File: src/rtl/lse_simd_unified.sv
// lse_simd_unified
//   SIMD log-sum-exp unit for the log-domain PE datapath:
//     result = max(x, y) + corr(|x - y|)
//   One DATA_WIDTH operand pair is treated as 1x24b, 2x12b or 4x6b independent unsigned
//   lanes. The correction comes from an externally supplied table. Two-stage pipeline,
//   one operation per cycle, no backpressure.
//
// Ports
//   clk        rising-edge clock
//   rst        asynchronous, active-high reset (clears result, valid_out and pipeline valid)
//   enable     operand pair valid this cycle
//   simd_mode  00 = 1x24b, 01 = 2x12b, 10 = 4x6b, 11 = treated as 1x24b
//   x_in       operand X, lanes packed MSB-first
//   y_in       operand Y, lanes packed MSB-first
//   pe_mode    01 = max only (no correction), any other value = full LSE
//   lut_table  correction table, read combinationally in stage 2
//   result     per-lane result, holds its value when no operation completes
//   valid_out  result was updated on the last edge

module lse_simd_unified #(
    parameter int LUT_SIZE      = 16,
    parameter int LUT_PRECISION = 10,
    parameter int DATA_WIDTH    = 24
) (
    input  logic                     clk,
    input  logic                     rst,
    input  logic                     enable,
    input  logic [1:0]               simd_mode,
    input  logic [DATA_WIDTH-1:0]    x_in,
    input  logic [DATA_WIDTH-1:0]    y_in,
    input  logic [1:0]               pe_mode,
    input  logic [LUT_PRECISION-1:0] lut_table [LUT_SIZE],
    output logic [DATA_WIDTH-1:0]    result,
    output logic                     valid_out
);

    localparam int HALF    = DATA_WIDTH / 2;
    localparam int QUARTER = DATA_WIDTH / 4;
    localparam int SHIFT   = LUT_PRECISION - 3;
    localparam int IDX_W   = $clog2(LUT_SIZE);

    // Saturating add of a 3-bit correction onto a full-width lane.
    function automatic logic [DATA_WIDTH-1:0] sat_full(input logic [DATA_WIDTH-1:0] m,
                                                       input logic [2:0]            c);
        logic [DATA_WIDTH:0] s;
        s = {1'b0, m} + {{(DATA_WIDTH-2){1'b0}}, c};
        return s[DATA_WIDTH] ? {DATA_WIDTH{1'b1}} : s[DATA_WIDTH-1:0];
    endfunction

    // Saturating add of a 3-bit correction onto a half-width lane.
    function automatic logic [HALF-1:0] sat_half(input logic [HALF-1:0] m,
                                                 input logic [2:0]      c);
        logic [HALF:0] s;
        s = {1'b0, m} + {{(HALF-2){1'b0}}, c};
        return s[HALF] ? {HALF{1'b1}} : s[HALF-1:0];
    endfunction

    // ---------------- stage 1: operand capture ----------------
    logic                  vld_p1;
    logic [DATA_WIDTH-1:0] x_p1;
    logic [DATA_WIDTH-1:0] y_p1;
    logic [1:0]            simd_mode_p1;
    logic [1:0]            pe_mode_p1;

    always_ff @(posedge clk or posedge rst) begin
        if (rst) begin
            vld_p1 <= 1'b0;
        end else begin
            vld_p1 <= enable;
        end
    end

    always_ff @(posedge clk) begin
        x_p1         <= x_in;
        y_p1         <= y_in;
        simd_mode_p1 <= simd_mode;
        pe_mode_p1   <= pe_mode;
    end

    // ---------------- stage 2: max + correction, result register ----------------
    // Table is stored descending, so the entry for idx is lut_table[LUT_SIZE-1-idx].
    logic [2:0] corr_tab [LUT_SIZE];

    always_comb begin
        for (int i = 0; i < LUT_SIZE; i++) begin
            corr_tab[i] = 3'(lut_table[LUT_SIZE-1-i] >> SHIFT);
        end
    end

    logic                  corr_en;
    logic [DATA_WIDTH-1:0] idx;
    logic [2:0]            corr;
    logic [DATA_WIDTH-1:0] fm;
    logic [DATA_WIDTH-1:0] fd;
    logic [HALF-1:0]       hx;
    logic [HALF-1:0]       hy;
    logic [HALF-1:0]       hm;
    logic [HALF-1:0]       hd;
    logic [QUARTER-1:0]    qx;
    logic [QUARTER-1:0]    qy;
    logic [DATA_WIDTH-1:0] full_res;
    logic [DATA_WIDTH-1:0] half_res;
    logic [DATA_WIDTH-1:0] quarter_res;
    logic [DATA_WIDTH-1:0] next_res;

    always_comb begin
        corr_en = (pe_mode_p1 != 2'b01);

        // single full-width lane
        fm   = (x_p1 > y_p1) ? x_p1 : y_p1;
        fd   = (x_p1 > y_p1) ? (x_p1 - y_p1) : (y_p1 - x_p1);
        idx  = fd >> 4;
        corr = 3'd0;
        if (corr_en && (idx < DATA_WIDTH'(LUT_SIZE))) begin
            corr = corr_tab[idx[IDX_W-1:0]];
        end
        full_res = sat_full(fm, corr);

        // two half-width lanes, each with its own difference and table lookup
        half_res = '0;
        for (int l = 0; l < 2; l++) begin
            hx   = x_p1[l*HALF +: HALF];
            hy   = y_p1[l*HALF +: HALF];
            hm   = (hx > hy) ? hx : hy;
            hd   = (hx > hy) ? (hx - hy) : (hy - hx);
            idx  = DATA_WIDTH'(hd) >> 4;
            corr = 3'd0;
            if (corr_en && (idx < DATA_WIDTH'(LUT_SIZE))) begin
                corr = corr_tab[idx[IDX_W-1:0]];
            end
            half_res[l*HALF +: HALF] = sat_half(hm, corr);
        end

        // four quarter-width lanes never take a correction: plain per-lane max
        quarter_res = '0;
        for (int l = 0; l < 4; l++) begin
            qx = x_p1[l*QUARTER +: QUARTER];
            qy = y_p1[l*QUARTER +: QUARTER];
            quarter_res[l*QUARTER +: QUARTER] = (qx > qy) ? qx : qy;
        end

        case (simd_mode_p1)
            2'b01:   next_res = half_res;
            2'b10:   next_res = quarter_res;
            default: next_res = full_res;
        endcase
    end

    always_ff @(posedge clk or posedge rst) begin
        if (rst) begin
            result    <= '0;
            valid_out <= 1'b0;
        end else begin
            valid_out <= vld_p1;
            if (vld_p1) begin
                result <= next_res;
            end
        end
    end

endmodule

File: config.mk
export PLATFORM = sky130hd
export DESIGN_NAME = lse_simd_unified
export DESIGN_NICKNAME = d
export VERILOG_FILES = /design/src/rtl/lse_simd_unified.sv
export SDC_FILE = /design/constraint.sdc
export NUM_CORES = 1
export LEC_CHECK = 0
export CORE_MARGIN = 2
export CORE_UTILIZATION = 25
export CTS_BUF_LIST = sky130_fd_sc_hd__clkbuf_8
export CTS_CLUSTER_DIAMETER = 40
export DETAILED_ROUTE_END_ITERATION = 7
export GPL_TIMING_DRIVEN = 0
export PLACE_DENSITY = 0.54
export REMOVE_ABC_BUFFERS = 1
export SYNTH_ARGS = -nofsm -noshare
export SYNTH_HDL_FRONTEND = slang
export SYNTH_SLANG_ARGS = --single-unit
File: constraint.sdc
create_clock -name clk -period 7.9 [get_ports clk]
set_clock_uncertainty 0.15 [all_clocks]
set_input_delay 1.185 -clock clk [delete_from_list [all_inputs] [get_ports clk]]
set_output_delay 1.185 -clock clk [all_outputs]
set_load 0.01 [all_outputs]
==> results.toml, run 1 <==
[logic_synthesis]
ys_seq_area_share_pct = 17.9
yosysTopAreaCellShare_pct = 11.0
yosys-top-cells-area = "dfxtp_1, mux2i_1, ha_1"
post-synth-top-area-cell = "dfxtp_1"
synth_edf_count = 0
synthCells = 1258
netlist_area_sq_um = 9480
synthFlopType = "dfxtp_1"
yosys-top-cells-count = "nand2_1, a21oi_1, o21ai_0"
synth-async-reset-ratio_pct = 33.3
yosys_warnings = 0
avgSynthCellArea_sq_um = 7.53
synth.most_common_cell = "nand2_1"
synth_cell_type_count = 82
ys_ff_latch = 78

[drt]
wl_um = 37000
dr.pass1.iters = 5
wl_per_cell_um = 20.0
vias_per_cell = 5.41
ant_nets = 0
drc_errors = 0
drt_iter0_markers = 791
vias = 10000

[setup_path]
cp.required_ps = 8020
path_class = "reg2reg"
worstSetupStartpointType = "register"
crit_fanout = 25
worst_setup_path_end_kind = "register"
critPathArrivalTime_ps = 7700

[finish]
fin_util_pct = 30.4
drive_gt1_share_pct = 6.11
n_fill_cell = 4101
final_nets = 1614
diodes = 0
syn_to_final_growth_pct = 20.4
fin_cells = 1852
finalInstanceArea_sq_um = 11400

[floorplan]
io_pins = 240
die_x_um = 199
die_h_um = 199
die_area_sq_um = 39500
core_sq_um = 37500
start_util_pct = 25.3
row_count = 71

[place]
place_area_sq_um = 11100
port_buffers = 127
pre_cts_ws_ps = -985
gp_congestion = 0.928
place_hpwl_um = 28400
dp.cells = 1834

[timing]
max-slew-margin-rel_pct = 10.2
setup_ws_ps = 313
tns_ps = 0
fin_crit_sh_pct = 96.0
slew_violations = 0
setup_viol = 0
rsz0062_at_grt = "false"
worst_hold_slack_ps = 384
worst_pin_slew_ps = 1330
max_freq_ghz = 0.132
finalHoldViolations = 0
fin_crit_ps = 7590

[clock_network]
clkTransAtPathRegs_ps = 70
h-tree-depth = 3
cts_buffer_depth = 2
cts_setup_buffers = 0
clk_latency_ps = 390
cts_tree = "yes"
root_buffer = "clkbuf_8"
cts-buffers-inserted = 9
cts.sinks = 78

[global_route]
grt_pass1_wl_um = 56700
grt_pass1_vias = 9701
grt_max_degree = 43
grtUsageMet1_pct = 25.9
use_met3_pct = 2.81
gr-usage-met2_pct = 28.6
antenna_found_initial = 0
grt_busiest_layer = "met2"
overflow = 0
grt_use_total_pct = 18.5

[worst_hold_path]
hold_class = "reg2reg"

[pwr]
leakagePower_nw = 4.52
vdd.ir_drop.worst_uv = 75.9
cellPowerDensity_nw_per_um2 = 152
power_mw = 1.73

[run]
max_cap_violations = 0

[outcome]
status = "finished, final reports clean"
[power by group]
part / total (mW) / internal [mW] / leakage [nW] / switching (mW)
Sequential: 0.474 / 0.432 / 0.742 / 0.0419
Clock: 0.271 / 0.126 / 0.104 / 0.145
Combinational: 0.987 / 0.420 / 3.67 / 0.567
Total: 1.73 / 0.978 / 4.52 / 0.753
[layer usage]
layer / vias to the layer above / wire (um)
met5: - / 0
met4: 0 / 954
met3: 52 / 2400
met2: 367 / 16000
met1: 4818 / 17600
li1: 4789 / -
[worst paths after layout]
| check | startpoint | to | slack (ps) | depth (start not counted) |
|---|---|---|---|---|
| worst max register to register | x_p1[17] | result[18] | 310 | 18 |
| worst max-delay path | x_p1[17] | result[18] | 310 | 18 |
| worst min-delay path | result[1] | result[1] | 380 | 2 |
| worst min register to register | result[1] | result[1] | 380 | 2 |
| max in group asynchronous | rst | vld_p1 | 5530 | 2 |
| min in group asynchronous | rst | result[19] | 1270 | 2 |
[area by class of cell]
cell class	count	area, sq um	area share [%]
Clock buffer	11	151	1.33
Inverter	71	267	2.34
Sequential cell	78	1690	14.8
Clock inverter	5	20.0	0.175
Tap cell	511	639	5.60
Timing Repair Buffer	131	1330	11.6
Multi-Input combinational cell	1045	7310	64.1
[placed cells by master, fill, tap and decap left out, types with 13 or more instances in the layout]
cell type / count
o22ai_1: 15
o211ai_1: 17
mux2_2: 15
nand3_1: 35
dfxtp_1: 52
nor2_1: 94
nor3_1: 28
a22oi_1: 20
clkdlybuf4s50_1: 127
mux2i_1: 77
o21ai_0: 108
nand4_1: 20
a31oi_1: 13
a21oi_1: 120
xor2_1: 18
inv_1: 75
ha_1: 59
a21o_1: 30
nand2_1: 131
a211oi_1: 17
dfrtp_1: 25
xnor2_1: 53
[sequential cells by signal, indices dropped and copies added, names as in the netlist]
register      cells
pe_mode_p1        2
result           24
simd_mode_p1      2
valid_out         1
vld_p1            1
x_p1             24
y_p1             24
[worst max-delay path: stages, from the launching register on]
cell	delay (ps)
dfxtp_1	510
inv_1	90
ha_1	700
nand4_1	370
nor2_1	470
nand2_1	210
o221ai_2	630
nand2_4	430
o21ai_0	430
xor2_2	190
buf_8	190
mux2i_1	280
a22oi_1	140
a211oi_1	530
ha_1	430
a21oi_4	540
o31a_1	340
nand2_1	370
o221a_2	400
[cell families after synthesis]
family                     share of synthesized area [%]
muxes                                               13.0
buffers and inverters                               6.19
adders and majority gates                           8.56
AOI/OAI and AO/OA                                   29.4
DFF                                                 17.9
and+or+nand+nor                                     18.2
xor gates and xnor gates                            6.84
[repair_timing]
item / in CTS / in global routing
endpoints found under the setup margin: 24 / 15
pin swaps: 1 / 0
hold buffers: 0 / 0
gates cloned: 2 / 0
endpoints found under the hold margin: 0 / 0
gates resized for setup: 7 / 5
No activity file was read; power rests on OpenSTA's default activity.
==> run 2, diff against run 1 <==
--- a/config.mk
+++ b/config.mk
@@ -5,7 +5,6 @@
 export SDC_FILE = /design/constraint.sdc
 export NUM_CORES = 1
 export LEC_CHECK = 0
-export CORE_MARGIN = 2
 export CORE_UTILIZATION = 25
 export CTS_BUF_LIST = sky130_fd_sc_hd__clkbuf_8
 export CTS_CLUSTER_DIAMETER = 40
==> results.toml, run 2 (synthesized netlist as in run 1, its figures left out) <==
[outcome]
status = "finished, final reports clean"

[timing]
worst_hold_slack_ps = 379
fin_crit_ps = 7630
max-slew-margin-rel_pct = 12.8
max_freq_ghz = 0.131
worst_pin_slew_ps = 1290
finalHoldViolations = 0
rsz0062_at_grt = "false"
tns_ps = 0
setup_ws_ps = 272
setup_viol = 0
fin_crit_sh_pct = 96.6
slew_violations = 0

[drt]
wl_per_cell_um = 19.9
ant_nets = 0
vias = 10100
drc_errors = 0
wl_um = 36700
drt_iter0_markers = 889
met2_length_um = 15800
wl_met3_um = 2360
top_layer = "met4"
dr.pass1.iters = 5
vias_per_cell = 5.48
wl_met1_um = 17600

[global_route]
grt_use_total_pct = 18.5
antenna_found_initial = 0
grt_pass1_wl_um = 55600
grt_pass1_vias = 9403
overflow = 0
grt_max_degree = 47

[setup_path]
worst_path_most_repeated_cell = "ha_1"
worstSetupStartpointType = "register"
reg2regPathDepth = 17
crit_fanout = 15
path_class = "reg2reg"
worstSetupPathDepth = 17
path_delay_family = "compound AO/OA/AOI/OAI gates"
critPathArrivalTime_ps = 7750
cp_num_buf_inv = 1
cp.required_ps = 8020
worstPathCellList = "inv_1, ha_1, nand4_1, or3_1, a31oi_1, o221a_1, nor2_8, o21ai_4, mux2_2, o31ai_1, nand3_1, a211oi_1, ha_1, a21oi_4, o31a_1, nand2_1, o221a_2"
cpPeakStageDelay_ps = 910
slowest_stage = "o221a_1"
worst_setup_path_end_kind = "register"

[floorplan]
start_util_pct = 25.6
die_x_um = 197
die_area_sq_um = 38700
die_h_um = 197
io_pins = 240
row_count = 70
core_sq_um = 37000

[finish]
final_common_cell = "nand2_1"
fin_util_pct = 31.0
diodes = 0
layout_common_cells = "nand2_1, clkdlybuf4s50_1, a21oi_1, o21ai_0, nor2_1"
syn_to_final_growth_pct = 21.0
reg_top3 = "result: 24 flops, x_p1: 24 flops, y_p1: 24 flops"
finalInstanceArea_sq_um = 11500
drive_gt1_share_pct = 6.18
final_nets = 1616
fin_cells = 1847

[pwr]
leakagePower_nw = 4.53
cellPowerDensity_nw_per_um2 = 155
power_mw = 1.78
vdd.ir_drop.worst_uv = 76.2

[place]
place_hpwl_um = 28200
place_area_sq_um = 11100
gp_congestion = 0.915
pre_cts_ws_ps = -1430
port_buffers = 127
dp.cells = 1826

[clock_network]
cts.sinks = 78
hold_buffers = 0
clk_latency_ps = 390
cts_tree = "yes"
h-tree-depth = 3
cts-buffers-inserted = 9
cts_buffer_depth = 2
clkTransAtPathRegs_ps = 70
root_buffer = "clkbuf_8"

[worst_hold_path]
hold_class = "reg2reg"
hold_depth = 2

[run]
max_cap_violations = 0
[run 2: worst register-to-register path: cells and delay by family (launching register included)]
| family | cells | cell delay (ps) |
|---|---|---|
| compound gates | 8 | 3840 |
| fa+ha+maj | 2 | 930 |
| buf+inv | 1 | 160 |
| flops | 1 | 530 |
| mux | 1 | 370 |
| simple gates | 5 | 1540 |
[run 2: repair_timing]
item	in CTS	in global routing
gates cloned	1	2
gates resized for setup	8	3
buffers inserted	0	1
pin swaps	0	1
hold endpoints to repair	0	0
endpoints found under the setup margin	24	22
[run 2: layout make-up]
| class | instances | area (sq um) |
|---|---|---|
| well taps | 504 | 631 |
| repair buffers | 132 | 1340 |
| clock inverters | 5 | 50.0 |
| multi-input cells | 1046 | 7330 |
| inverters | 71 | 267 |
| clock buffers | 11 | 151 |
| fillers | 4010 | 25500 |
| flip-flops and latches | 78 | 1690 |
[run 2: worst paths after layout]
path / startpoint / endpoint / slack (ps)
max: x_p1[15] / result[18] / 270
min: result[5] / result[5] / 380
max reg2reg: x_p1[15] / result[18] / 270
min reg2reg: result[5] / result[5] / 380
max in group asynchronous: rst / vld_p1 / 5550
min in group asynchronous: rst / result[22] / 1250
[run 2: power breakdown]
part | internal, mW | switching (mW) | leakage [nW]
combinational | 0.424 | 0.567 | 3.68
clock | 0.160 | 0.152 | 0.108
sequential | 0.432 | 0.0405 | 0.742
total | 1.02 | 0.760 | 4.53
[run 2: layer usage]
metal / global-route usage, % / vias up
li1: - / 4794
met1: 26.5 / 4900
met2: 27.8 / 380
met3: 2.74 / 53
met4: 6.43 / 0
met5: 0 / -
